`src/rtl/pc_stack.sv`:
```
// Hack CPU program counter with an integrated hardware return-address stack.
// Supports load/inc/hold, single-cycle call/ret, soft clear and sticky stack error flags.
module pc_stack #(
    parameter int unsigned     WIDTH        = 15,
    parameter int unsigned     DEPTH        = 8,
    parameter logic [WIDTH-1:0] RESET_VECTOR = '0,
    parameter int unsigned     SPW          = $clog2(DEPTH + 1)
) (
    input  logic             clk,
    input  logic             reset_n,
    input  logic             clr,
    input  logic             load,
    input  logic             inc,
    input  logic             call,
    input  logic             ret,
    input  logic             err_clr,
    input  logic [WIDTH-1:0] in,
    output logic [WIDTH-1:0] out,
    output logic [WIDTH-1:0] top,
    output logic [SPW-1:0]   sp_count,
    output logic             stack_empty,
    output logic             stack_full,
    output logic             overflow_err,
    output logic             underflow_err
);

    localparam int unsigned AW = $clog2(DEPTH);

    logic [WIDTH-1:0] out_q, out_d;
    logic [SPW-1:0]   sp_q, sp_d;
    logic             ovf_q, ovf_d;
    logic             unf_q, unf_d;

    logic [WIDTH-1:0] stack_q [DEPTH];
    logic             push;
    logic [WIDTH-1:0] ret_addr;
    logic [AW-1:0]    wr_idx;
    logic [AW-1:0]    top_idx;
    logic             empty;
    logic             full;
    logic [WIDTH-1:0] top_entry;

    assign empty     = (sp_q == '0);
    assign full      = (sp_q == SPW'(DEPTH));
    assign ret_addr  = out_q + 1'b1;
    assign wr_idx    = sp_q[AW-1:0];
    assign top_idx   = wr_idx - 1'b1;
    assign top_entry = empty ? '0 : stack_q[top_idx];

    always_comb begin
        out_d = out_q;
        sp_d  = sp_q;
        ovf_d = ovf_q;
        unf_d = unf_q;
        push  = 1'b0;
        if (clr) begin
            out_d = RESET_VECTOR;
            sp_d  = '0;
            ovf_d = 1'b0;
            unf_d = 1'b0;
        end else begin
            // err_clr applied first so a same-cycle error re-sets the flag
            if (err_clr) begin
                ovf_d = 1'b0;
                unf_d = 1'b0;
            end
            if (call) begin
                if (full) begin
                    ovf_d = 1'b1;
                end else begin
                    push  = 1'b1;
                    sp_d  = sp_q + 1'b1;
                    out_d = in;
                end
            end else if (ret) begin
                if (empty) begin
                    unf_d = 1'b1;
                end else begin
                    out_d = top_entry;
                    sp_d  = sp_q - 1'b1;
                end
            end else if (load) begin
                out_d = in;
            end else if (inc) begin
                out_d = out_q + 1'b1;
            end
        end
    end

    always_ff @(posedge clk or negedge reset_n) begin
        if (!reset_n) begin
            out_q <= RESET_VECTOR;
            sp_q  <= '0;
            ovf_q <= 1'b0;
            unf_q <= 1'b0;
        end else begin
            out_q <= out_d;
            sp_q  <= sp_d;
            ovf_q <= ovf_d;
            unf_q <= unf_d;
        end
    end

    // Stack storage has no reset; entries above sp_count are never observed.
    always_ff @(posedge clk) begin
        if (push) begin
            stack_q[wr_idx] <= ret_addr;
        end
    end

    assign out           = out_q;
    assign top           = top_entry;
    assign sp_count      = sp_q;
    assign stack_empty   = empty;
    assign stack_full    = full;
    assign overflow_err  = ovf_q;
    assign underflow_err = unf_q;

endmodule

```
`config.mk`:
```
export PLATFORM = sky130hd
export DESIGN_NAME = pc_stack
export DESIGN_NICKNAME = d
export VERILOG_FILES = /design/src/rtl/pc_stack.sv
export SDC_FILE = /design/constraint.sdc
export NUM_CORES = 1
export LEC_CHECK = 0
export BUFFER_PORTS_ARGS = -buffer_cell sky130_fd_sc_hd__buf_2
export CAP_MARGIN = 20
export CORE_UTILIZATION = 43
export DETAILED_ROUTE_END_ITERATION = 10
export GPL_TIMING_DRIVEN = 0
export SLEW_MARGIN = 10
export SYNTH_ARGS = -nofsm -noshare
export SYNTH_HDL_FRONTEND = slang
export SYNTH_SLANG_ARGS = --single-unit
```
`constraint.sdc`:
```
create_clock -name clk -period 4.07 [get_ports clk]
set_clock_uncertainty 0.05 [all_clocks]
set_input_delay 0.6105 -clock clk [delete_from_list [all_inputs] [get_ports clk]]
set_output_delay 0.6105 -clock clk [all_outputs]
set_load 0.05 [all_outputs]
```
==> out/qor.yml <==
cells_and_area:
  finalNonFillerCells: 694
  drive_gt1_share_pct: 30.9
  n_antenna_cell: 0
  fillers: 1135
  final_cell_mix: "120 x edfxtp_1, 64 x buf_2, 43 x nor2_1"
  multi_input_comb_area_sq_um: 2070
  register_area_sq_um: 4130
  final_common_cell: "edfxtp_1"
  syn_to_final_growth_pct: 20.0
  nNetsFinal: 530
synth:
  synth_edf_count: 120
  netlist_instances: 413
  avgSynthCellArea_sq_um: 15.2
  syn_area_sq_um: 6280
  synth.distinct_cells: 51
  yosys_most_used_dff: "edfxtp_1"
  ys_warn_count: 0
  synth_fp_nets: 442
  ys_ff_latch: 141
  synth-async-reset-ratio_pct: 14.9
  seq_area_frac_synth_pct: 65.8
critical_path:
  cp.arrival_ns: 3.21
  required_ns: 3.41
  worstSetupEndpointType: "output port"
  critPathKind: "register to output port"
  cp-start-kind: "register"
  critPathMaxFanout: 10
  r2r_cells: 9
power:
  max-vdd-ir-drop_uv: 552
  power.density_nw_per_um2: 811
  clockPowerShare_pct: 23.5
  power.share.switching_pct: 43.2
  leakage_nw: 2.77
  intPower_mw: 3.48
  combPwrFrac_pct: 44.9
  p_sw_mw: 2.64
  p_seq_share_pct: 31.7
die:
  rows: 43
  dieArea_sq_um: 15100
  io-pin-count: 61
  die_h_um: 123
  dieWidth_um: 123
  core_sq_um: 14000
  start_util_pct: 44.7
route:
  routed_wl_mm: 16.5
  drc: 0
  via_count: 4104
  drtIter0Drc: 400
  viasPerCell: 5.91
  wire_per_inst_um: 23.8
  drt_pre_antenna_iters: 5
  antenna_left: 0
outcome:
  status: "finished, final reports clean"
global_routing:
  grt.total_usage_pct: 24.0
  grt-ovfl-total: 0
  antenna_found_initial: 0
  grt_pass1_wl_mm: 24.9
  grt_max_degree: 22
  grt_pass1_vias: 4146
cts:
  htreeDepth: 4
  cts_setup_buffers: 0
  clk_path_buf_depth: 2
  path_clk_slew_ns: 0.06
  cts_tree: "yes"
  cts-root-buf: "clkbuf_16"
  clock_sinks: 141
  clk_latency_ns: 0.43
  cts_buffers: 17
sta:
  fin_ws_ns: 0.200
  finalHoldViolations: 0
  post-route-min-period_ns: 3.87
  max_freq_ghz: 0.258
  setup_violations: 0
  slew-limit-headroom_pct: 43.6
  worstMarginPinSlew_ns: 0.838
  fin_crit_sh_pct: 95.1
  drv_slew: 0
  rsz0062_at_grt: "false"
job:
  cap_violations: 0
placement:
  port_buffers: 60
  gp_congestion: 0.823
  dp_worst_setup_slack_ns: -0.246
  dp_hpwl_mm: 11.4
  place_inst: 662
hold_path:
  holdCritPathClass: "input port to asynchronous set/reset pin"
state kept, by name, summed over array words and instances, names as in the netlist:
signal,cells
stack_q,120
out,15
sp_count,4
overflow_err,1
underflow_err,1
worst paths after layout:
kind                             endpoint  slack, ns     startpoint
max                                top[3]       0.20    sp_count[0]
min                           sp_count[1]       0.13        reset_n
max reg2reg                stack_q[1][11]       0.60    sp_count[0]
min in group clk                   out[2]       0.41          in[2]
min reg2reg                 underflow_err       0.51  underflow_err
max in group asynchronous         out[14]       3.46        reset_n
Yosys cell counts, types with 7 or more instances:
cell type | n | area share, %
edfxtp_1 | 120 | 57
nor2_1 | 49 | 2.9
mux4_2 | 30 | 11
dfrtp_1 | 21 | 8.4
nand2_1 | 20 | 1.2
o21ai_0 | 16 | 1.3
mux2i_1 | 15 | 2.4
clkbuf_1 | 14 | 0.84
a21oi_1 | 10 | 0.80
inv_1 | 9 | 0.54
xor2_1 | 9 | 1.3
xnor2_1 | 8 | 1.1
nor3_1 | 7 | 0.56
metrics by stage:
stage | total power, mW | TNS (ns) | cell area, sq um | utilization, % | hold slack (ns)
floorplan | 3.92 | 0 | 6280 | - | 0.265
global placement | 4.63 | -48.61 | 6810 | 48.5 | 0.488
detailed placement | 4.68 | -2.79 | 6960 | 49.5 | 0.504
CTS | 6.15 | 0 | 7530 | 53.6 | 0.133
global route | 6.38 | 0 | 7540 | 53.7 | 0.146
finish | 6.11 | 0 | 7540 | 53.7 | 0.131
cells by family after synthesis:
family | count (synthesis) | synth area share (%)
compound gates | 60 | 6.76
xor+xnor | 17 | 2.37
fa+ha+maj | 6 | 1.32
buf+inv | 31 | 2.13
flops | 141 | 65.8
mux | 46 | 13.3
simple gates | 112 | 8.33
worst max-delay path, stage by stage (launching register included):
cell      delay (ns)
dfrtp_1         0.37
clkbuf_4        0.30
clkbuf_4        0.31
inv_1           0.15
ha_1            0.37
clkbuf_2        0.33
mux4_2          0.37
mux2i_1         0.28
nor2_1          0.07
buf_2           0.22
power by group through the flow:
| stage | Combinational [mW] | Clock (mW) | Sequential [mW] |
|---|---|---|---|
| 2_1_floorplan | 1.80 | 0 | 2.12 |
| 6_report | 2.74 | 1.44 | 1.94 |
| 5_1_grt | 2.91 | 1.51 | 1.95 |
| 3_3_place_gp | 2.67 | 0 | 1.95 |
| 4_1_cts | 2.76 | 1.45 | 1.93 |
| 3_5_place_dp | 2.73 | 0 | 1.96 |
repair_timing:
action | 4_1_cts | 5_1_grt
hold buffers | 0 | 0
gates cloned | 0 | 0
gates resized for setup | 9 | 2
endpoints found under the setup margin | 16 | 15
final cells by class:
| type | count | share of cell area, % |
|---|---|---|
| clock inverter | 11 | 1.25 |
| sequential | 141 | 54.8 |
| tap | 180 | 2.99 |
| clock buffer | 21 | 5.98 |
| timing repair buffer | 69 | 5.58 |
| inverter | 9 | 0.448 |
| multi-input combinational | 241 | 27.5 |
| buffer | 22 | 1.49 |
per-layer routing:
metal  up-vias  track usage [%]  share of wire [%]  wire (um)
met2       181             35.5                 46       7660
met5         -                0                  0          0
met4         0             11.2                2.7        449
met3        32             5.02                6.3       1030
met1      2106             33.8                 45       7360
li1       1785                -                  -          -
Note: power is estimated with default switching activity, not from simulation.
